[src/rtl/lyra2_batch_scheduler.sv]
// Lyra2 batch scheduler: moves PIPELINE_DEPTH-hash batches from the input FIFO through the core into the output FIFO.
// Optional macro LYRA2_SCHED_STATS_EN adds saturating busy/stall cycle counters.
module lyra2_batch_scheduler #(
  parameter int PIPELINE_DEPTH = 8,
  parameter int DATA_WIDTH     = 256,
  parameter int CNT_WIDTH      = 32
) (
  input  logic                  clk,
  input  logic                  rst_n,
  input  logic                  enable,
  input  logic                  in_fifo_almost_empty,
  input  logic                  in_fifo_empty,
  input  logic [DATA_WIDTH-1:0] in_fifo_dout,
  output logic                  in_fifo_rd_en,
  output logic                  core_in_valid,
  output logic                  core_in_first,
  output logic [DATA_WIDTH-1:0] core_in_data,
  input  logic                  core_out_valid,
  input  logic [DATA_WIDTH-1:0] core_out_data,
  input  logic                  out_fifo_almost_full,
  output logic                  out_fifo_wr_en,
  output logic [DATA_WIDTH-1:0] out_fifo_din,
  output logic                  busy,
  output logic [CNT_WIDTH-1:0]  batch_cnt,
  output logic                  err_unexpected
`ifdef LYRA2_SCHED_STATS_EN
  ,
  output logic [CNT_WIDTH-1:0]  stat_busy_cycles,
  output logic [CNT_WIDTH-1:0]  stat_stall_cycles
`endif
);

  localparam int IW = $clog2(PIPELINE_DEPTH + 1);

  typedef enum logic [1:0] {IDLE, LOAD, WAIT, DONE} state_e;

  state_e                state_q, state_d;
  logic [IW-1:0]         issue_q, issue_d;
  logic [IW-1:0]         ret_q, ret_d;
  logic [CNT_WIDTH-1:0]  batch_q, batch_d;
  logic                  err_q, err_d;
  logic                  wr_q, wr_d;
  logic [DATA_WIDTH-1:0] din_q, din_d;

  always_comb begin
    state_d       = state_q;
    issue_d       = issue_q;
    ret_d         = ret_q;
    batch_d       = batch_q;
    err_d         = err_q;
    wr_d          = 1'b0;
    din_d         = din_q;
    in_fifo_rd_en = 1'b0;

    // Output space was reserved at batch start, so results are never back-pressured.
    if (core_out_valid) begin
      if (issue_q != ret_q) begin
        wr_d  = 1'b1;
        din_d = core_out_data;
        ret_d = ret_q + 1'b1;
      end else begin
        err_d = 1'b1;
      end
    end

    case (state_q)
      IDLE: if (enable && !in_fifo_almost_empty && !out_fifo_almost_full) state_d = LOAD;
      LOAD: begin
        in_fifo_rd_en = !in_fifo_empty;
        if (in_fifo_rd_en) begin
          issue_d = issue_q + 1'b1;
          if (issue_q == IW'(PIPELINE_DEPTH - 1)) state_d = WAIT;
        end
      end
      WAIT: if (ret_q == IW'(PIPELINE_DEPTH)) state_d = DONE;
      DONE: begin
        batch_d = batch_q + 1'b1;
        issue_d = '0;
        ret_d   = '0;
        state_d = IDLE;
      end
      default: state_d = IDLE;
    endcase
  end

  always_ff @(posedge clk or negedge rst_n) begin
    if (!rst_n) begin
      state_q <= IDLE;
      issue_q <= '0;
      ret_q   <= '0;
      batch_q <= '0;
      err_q   <= 1'b0;
      wr_q    <= 1'b0;
      din_q   <= '0;
    end else begin
      state_q <= state_d;
      issue_q <= issue_d;
      ret_q   <= ret_d;
      batch_q <= batch_d;
      err_q   <= err_d;
      wr_q    <= wr_d;
      din_q   <= din_d;
    end
  end

  assign core_in_valid  = in_fifo_rd_en;
  assign core_in_first  = in_fifo_rd_en && (issue_q == '0);
  assign core_in_data   = in_fifo_rd_en ? in_fifo_dout : '0;
  assign out_fifo_wr_en = wr_q;
  assign out_fifo_din   = din_q;
  assign busy           = (state_q != IDLE);
  assign batch_cnt      = batch_q;
  assign err_unexpected = err_q;

`ifdef LYRA2_SCHED_STATS_EN
  logic [CNT_WIDTH-1:0] sbusy_q, sstall_q;

  always_ff @(posedge clk or negedge rst_n) begin
    if (!rst_n) begin
      sbusy_q  <= '0;
      sstall_q <= '0;
    end else begin
      if (state_q != IDLE && sbusy_q != '1) sbusy_q <= sbusy_q + 1'b1;
      if (state_q == LOAD && in_fifo_empty && sstall_q != '1) sstall_q <= sstall_q + 1'b1;
    end
  end

  assign stat_busy_cycles  = sbusy_q;
  assign stat_stall_cycles = sstall_q;
`endif

endmodule
[config.mk]
export PLATFORM = sky130hd
export DESIGN_NAME = lyra2_batch_scheduler
export DESIGN_NICKNAME = d
export VERILOG_FILES = /design/src/rtl/lyra2_batch_scheduler.sv
export SDC_FILE = /design/constraint.sdc
export NUM_CORES = 1
export LEC_CHECK = 0
export BUFFER_PORTS_ARGS = -buffer_cell sky130_fd_sc_hd__buf_2
export CORE_AREA = 2 2 411 413
export CTS_CLUSTER_SIZE = 10
export DETAILED_ROUTE_END_ITERATION = 7
export DIE_AREA = 0 0 413 415
export GPL_ROUTABILITY_DRIVEN = 0
export GPL_TIMING_DRIVEN = 0
export PLACE_DENSITY = 0.3
export SYNTH_ARGS = -nofsm -noshare
export SYNTH_HDL_FRONTEND = slang
export SYNTH_SLANG_ARGS = --single-unit
export TNS_END_PERCENT = 10
[constraint.sdc]
create_clock -name clk -period 1.6 [get_ports clk]
set_input_delay 0.24 -clock clk [delete_from_list [all_inputs] [get_ports clk]]
set_output_delay 0.24 -clock clk [all_outputs]
set_load 0.01 [all_outputs]
==> reports/qor.csv, run 1 <==
stage,metric,value,unit
status,status,"finished, violations left",
status,failed_checks,"hold timing, setup timing",
routing,routed_wl,112000,um
critical_path,reg2reg_to,batch_cnt[31]$_DFFE_PN0P_,
layout,final_cells,5270,
sta,clock.fmax,425,MHz
routing,wire_per_inst,21.2,um
synthesis,async_flop_share,100,%
place,hpwl,92900,um
power_and_ir_drop,p_leak,15.0,nW
critical_path,worst_ep_required_time,1.36,ns
routing,drt_pass1_iterations,5,
flow_run,maxCapViolations,0,
critical_path,r2r_setup_slack,-0.53,ns
power_and_ir_drop,power.density,1820,mW/mm^2
synthesis,synth.area.top_cells,"dfrtp_1 (55%), nand2_1 (22%), and2_1 (12%)",
global_routing,grt_pass1_vias,16700,
synthesis,synth_cell_types,38,
synthesis,syn_area_per_cell,8.70,um^2
critical_path,worst_r2r_path_depth,6,
global_routing,grt_pass1_wl,146000,um
die,start_util,8.16,%
global_routing,grt.overflow.total,0,
sta,tightest_slew,0.741,ns
synthesis,syn_area,0.0136,mm^2
sta,relSlewSlack,50.5,%
critical_path,start_kind,flop,
synthesis,synth.top_cell.area_share,55.2,%
synthesis,ys_seq_elements,300,
sta,whs,-0.236,ns
clock_network,clk_latency,0.63,ns
clock_network,cts_root_buf,clkbuf_16,
sta,fin_worst_skew,0.0282,ns
global_routing,grt_usage,12.3,%
global_routing,antenna_found_initial,85,
critical_path,arrival,2.12,ns
routing,vias,16600,
routing,initialDrtViolationCount,942,
clock_network,path_clk_slew,0.06,ns
critical_path,cp_max_fo,8,
sta,worst_slack,-0.755,ns
routing,post-route-drc-count,0,
power_and_ir_drop,power.total,0.0523,W
global_routing,grt_start_max_net_pins,97,
place,place_area,0.0218,mm^2
routing,via_per_inst,3.14,
clock_network,numCtsBuffers,44,
power_and_ir_drop,ir_drop,0.000693,V
place,dp.cells,4838,
clock_network,cts_buffer_depth,3,
sta,slew_violations,0,
die,io_pins,1069,
place,place_ws,-1.89,ns
synthesis,yosysTopAreaCell,dfrtp_1,
clock_network,htree_levels,2,
critical_path,worstSetupPathType,reg2out,
critical_path,crit_start,state_q[1]$_DFFE_PN0P_,
critical_path,r2r_start,state_q[0]$_DFFE_PN0P_,
place,portBuffers,1068,
synthesis,synth-seq-area-share,55.2,%
sta,hold_violations,52,
clock_network,cts.sinks,300,
clock_network,tritoncts,built,
sta,timing.final.crit_share,147,%
die,core,0.167,mm^2
layout,fin_area,0.0288,mm^2
die,dieHeight,415,um
critical_path,endpoint,core_in_data[111],
synthesis,synth.yosys.warnings,0,
layout,drive_above_1_share,48.5,%
layout,layout-area-overhead-vs-synth,112,%
synthesis,synth_edf_count,0,
routing,ant_nets,0,
layout,nets,3504,
critical_path,cp-end-kind,output pin,
die,dieArea,0.171,mm^2
sta,rsz0062_at_grt,true,
synthesis,synth_ff_type,dfrtp_1,
sta,setup_viol,540,
die,row_count,150,
synthesis,syn_nets,2092,
sta,period_minus_slack,2.36,ns
hold_path,hold_class,in2async,
die,die_w,413,um
clock_network,holdBufCountCts,259,
synthesis,synthCells,1563,
-- placed cells by master (no fill, tap or decap), drive strengths merged, types with 12 or more instances in the layout --
master,synthesis,routed
buf,49,1162
nand2,785,785
dfrtp,300,300
dlygate4sd3,0,258
and2,257,257
clkbuf,39,93
diode,0,61
xnor2,24,24
nand3,14,14
inv,11,12
-- critical path, cell delays in order (launching register included) --
cell,delay [ns]
dfrtp_1,0.39
inv_2,0.08
ha_4,0.15
nand2b_4,0.09
inv_12,0.12
clkbuf_16,0.20
clkbuf_16,0.14
and2_4,0.18
buf_6,0.12
-- cells in the mapped netlist, types with 2 or more instances --
cell type	number
nand2_1	785
dfrtp_1	300
and2_1	257
clkbuf_1	39
buf_2	24
xnor2_1	24
buf_6	20
nand3_1	14
nand4_1	11
xor2_1	11
ha_1	10
inv_1	10
a21oi_1	7
o21ai_0	6
and3_1	5
nor2_1	5
and4_1	3
buf_4	3
mux2_2	3
nor3_1	3
buf_8	2
nor4_1	2
nor4_4	2
nor4b_1	2
or3_1	2
-- cells by family (layout without fill, tap and decap cells) --
| group | Yosys count | in the layout | share of synthesized area (%) |
|---|---|---|---|
| AOI/OAI and AO/OA | 18 | 18 | 0.828 |
| and+or+nand+nor | 1097 | 1097 | 36.2 |
| other | 0 | 61 | 0 |
| buffers and inverters | 99 | 1541 | 4.31 |
| xor gates and xnor gates | 35 | 35 | 2.25 |
| adders and majority gates | 10 | 10 | 0.920 |
| DFF | 300 | 300 | 55.2 |
| muxes | 4 | 4 | 0.322 |
-- worst min-delay path by stage --
stage,start,end,slack [ns],cells after the start
final,rst_n,out_fifo_din[0]$_DFFE_PN0P_,-0.24,2
after CTS,in_fifo_empty,state_q[0]$_DFFE_PN0P_,0.02,4
after global placement,core_out_data[82],out_fifo_din[82]$_DFFE_PN0P_,0.43,3
after global routing,rst_n,out_fifo_din[0]$_DFFE_PN0P_,-0.24,2
after floorplan,rst_n,batch_cnt[0]$_DFFE_PN0P_,-0.06,0
after detailed placement,rst_n,out_fifo_din[246]$_DFFE_PN0P_,0.22,1
-- state kept, by name, summed over array words and instances, names as in the netlist --
register        cells
out_fifo_din      256
state_q             2
out_fifo_wr_en      1
batch_cnt          32
err_unexpected      1
ret_q               4
issue_q             4
-- metrics by stage --
stage,hold slack [ns],TNS [ns],utilization [%]
after detailed placement,0.217,-380.75,13.1
after floorplan,-0.0556,-11.38,-
after CTS,0.0217,-310.94,16.8
after global routing,-0.244,-333.77,17.2
final,-0.236,-267.93,17.3
after global placement,0.430,-2413.78,13.0
-- what timing repair did --
action                     in CTS  in global routing
hold endpoints to repair      311                 52
cloned                          7                  7
setup endpoints to repair     552                647
gates resized for setup       472                145
buffers inserted               22                  1
pin swaps                      69                 60
-- metal layers --
| layer | vias up | GRT usage [%] | wire length, um |
|---|---|---|---|
| met3 | 171 | 5.18 | 12300 |
| met1 | 7830 | 15.4 | 46700 |
| met2 | 833 | 18.9 | 48200 |
| met5 | - | 0 | 287 |
| li1 | 7672 | - | - |
| met4 | 44 | 4.47 | 4180 |
-- power by group --
part           leakage [nW]  internal (W)  switching [W]  total (W)
clock network         0.732       0.00640        0.00419     0.0106
logic                  10.5        0.0119         0.0168     0.0287
registers              3.71        0.0112        0.00184     0.0130
total                  15.0        0.0295         0.0228     0.0523
-- layout make-up --
class / count / area [um^2]
diodes: 61 / 153
plain buffers: 87 / 1200
clock buffers: 60 / 1200
clock inverters: 16 / 313
fillers: 19000 / 138000
inverters: 11 / 53.8
multi-input cells: 1164 / 6150
flip-flops and latches: 300 / 7520
well taps: 2204 / 2760
repair buffers: 1367 / 9430
No activity file was read; power rests on OpenSTA's default activity.
==> run 2, diff against run 1 <==
--- a/config.mk
+++ b/config.mk
@@ -6,10 +6,10 @@
 export NUM_CORES = 1
 export LEC_CHECK = 0
 export BUFFER_PORTS_ARGS = -buffer_cell sky130_fd_sc_hd__buf_2
-export CORE_AREA = 2 2 411 413
+export CORE_AREA = 2 2 410 412
 export CTS_CLUSTER_SIZE = 10
 export DETAILED_ROUTE_END_ITERATION = 7
-export DIE_AREA = 0 0 413 415
+export DIE_AREA = 0 0 412 414
 export GPL_ROUTABILITY_DRIVEN = 0
 export GPL_TIMING_DRIVEN = 0
 export PLACE_DENSITY = 0.3
==> reports/qor.csv, run 2 (synthesized netlist as in run 1, its figures left out) <==
stage,metric,value,unit,change
status,status,"finished, violations left",,
status,failed_checks,setup timing,,
clock_network,tritoncts,built,,
sta,timing.final.crit_share,147,%,-0.34 points
clock_network,cts_root_buf,clkbuf_16,,
global_routing,grt.overflow.total,0,,unchanged
critical_path,crit_family,buffers and inverters,,
place,portBuffers,1068,,unchanged
die,start_util,8.18,%,+0.018 points
place,place_ws,-1.44,ns,+0.441 ns
layout,n_fill_cell,19100,,+0.54%
sta,worst_slack,-0.750,ns,+0.00549 ns
layout,largest_reg_flops,256,,unchanged
place,hpwl,110000,um,+19%
routing,wire_per_inst,24.6,um,+16%
flow_run,maxCapViolations,0,,unchanged
routing,drt_pass1_iterations,5,,unchanged
critical_path,crit_start,state_q[1]$_DFFE_PN0P_,,
layout,final_cells,5291,,+0.40%
sta,setup_viol,598,,+11%
routing,initialDrtViolationCount,926,,-1.7%
critical_path,crit_buf_inv,5,,unchanged
clock_network,cts.sinks,300,,unchanged
layout,drive_above_1_share,47.6,%,-0.86 points
power_and_ir_drop,ir_drop,0.000665,V,-4.1%
clock_network,path_clk_slew,0.06,ns,about the same
place,place_area,0.0218,mm^2,about the same
power_and_ir_drop,p_leak,14.9,nW,-0.78%
sta,rsz0062_at_grt,true,,
sta,relSlewSlack,38.0,%,-12 points
global_routing,grt_start_max_net_pins,99,,+2.1%
clock_network,cts_buffer_depth,3,,unchanged
global_routing,grt_pass1_wl,166000,um,+14%
clock_network,clk_latency,0.61,ns,-0.02 ns
sta,slew_violations,0,,unchanged
sta,period_minus_slack,2.35,ns,-0.00549 ns
routing,ant_nets,0,,unchanged
critical_path,cp_slowest_cell,dfrtp_1,,
die,row_count,150,,unchanged
routing,vias,16800,,+1.6%
layout,layout-area-overhead-vs-synth,110,%,
sta,clock.fmax,426,MHz,+0.23%
sta,fin_setup_tns,-272.37,ns,-4.44 ns
power_and_ir_drop,power.density,1790,mW/mm^2,-1.7%
layout,nets,3494,,-0.29%
layout,layout_commonest_cell,buf_2,,
critical_path,path_cells,"inv_2, ha_4, nand2b_4, inv_12, buf_6, buf_8, and2_1, buf_6",,
hold_path,min_from,in_fifo_empty,,
critical_path,r2r_start,issue_q[3]$_DFFE_PN0P_,,
critical_path,arrival,2.11,ns,about the same
routing,routed_wl,130000,um,+16%
sta,tightest_slew,0.928,ns,+0.187 ns
sta,hold_violations,0,,-100%
clock_network,htree_levels,2,,unchanged
die,io_pins,1069,,unchanged
critical_path,worst_ep_required_time,1.36,ns,about the same
critical_path,cp-end-kind,output pin,,
hold_path,hold_class,in2reg,,
layout,register_area,0.00751,mm^2,about the same
critical_path,start_kind,flop,,
global_routing,grt_usage,14.6,%,+2.2 points
critical_path,cp_max_fo,10,,+2
routing,post-route-drc-count,0,,unchanged
die,dieArea,0.171,mm^2,-0.48%
clock_network,numCtsBuffers,44,,unchanged
layout,fin_area,0.0286,mm^2,-0.72%
global_routing,grt_pass1_vias,17000,,+2.0%
die,dieHeight,414,um,-0.24%
routing,via_per_inst,3.18,,+1.2%
critical_path,crit_top_cell,buf_6,,
place,dp.cells,4838,,unchanged
critical_path,max_stage_delay,0.39,ns,about the same
critical_path,worstSetupPathType,reg2out,,
sta,fin_worst_skew,0.0396,ns,+0.0114 ns
layout,multi_input_area,0.00601,mm^2,-2.3%
layout,post-route-util,17.2,%,-0.086 points
die,core,0.166,mm^2,-0.23%
global_routing,antenna_found_initial,117,,+38%
layout,most-common-layout-cells,"buf_2 (910), nand2_1 (771), dfrtp_1 (294)",,
die,die_w,412,um,-0.24%
## run 2: layer usage
layer	track usage, %	share of wire [%]
met1	16.0	38
met3	7.18	12
met5	0	0.34
met2	23.9	47
met4	5.59	3.6
## run 2: power breakdown
group	internal (W)	leakage [nW]	total, W	switching [W]
combinational	0.0112	10.4	0.0279	0.0167
sequential	0.0112	3.72	0.0131	0.00190
clock	0.00605	0.708	0.0101	0.00400
## run 2: tightest hold or removal path, cell delays in order
cell and delay, ns:
buf_2 0.14, a21oi_1 0.08, o21ai_0 0.15
## run 2: layout make-up
class	instances	share of cell area, %
Clock inverter	11	0.517
Antenna cell	95	0.832
Buffer	88	4.21
Timing Repair Buffer	1356	32.7
Sequential cell	300	26.3
Inverter	11	0.188
Tap cell	2204	9.65
Clock buffer	62	4.52
Multi-Input combinational cell	1164	21.0
## run 2: path summary, 6_finish.rpt
kind                                                 end  depth (start not counted)  slack (ns)
hold reg to reg               err_unexpected$_DFFE_PN0P_                          1        0.45
hold / removal                    issue_q[2]$_DFFE_PN0P_                          3        0.08
max in group asynchronous  out_fifo_din[176]$_DFFE_PN0P_                          5       -0.07
setup / recovery                       core_in_data[198]                          8       -0.75
min in group asynchronous   out_fifo_din[16]$_DFFE_PN0P_                          4        0.63
setup reg to reg           out_fifo_din[133]$_DFFE_PN0P_                          7       -0.49
## run 2: stage by stage
| step | total power (W) | hold WS, ns |
|---|---|---|
| 2_1_floorplan | 0.0246 | -0.0556 |
| 3_5_place_dp | 0.0374 | 0.153 |
| 6_report | 0.0510 | 0.0761 |
| 5_1_grt | 0.0547 | 0.0292 |
| 3_3_place_gp | 0.0374 | 0.432 |
| 4_1_cts | 0.0512 | 0.00715 |
## run 2: what timing repair did
item / CTS / global route
endpoints found under the setup margin: 552 / 610
setup buffers: 11 / 3
endpoints found under the hold margin: 482 / 31
pin swaps: 61 / 59
gates cloned: 3 / 7
hold buffers: 259 / 3
resized for setup: 451 / 173
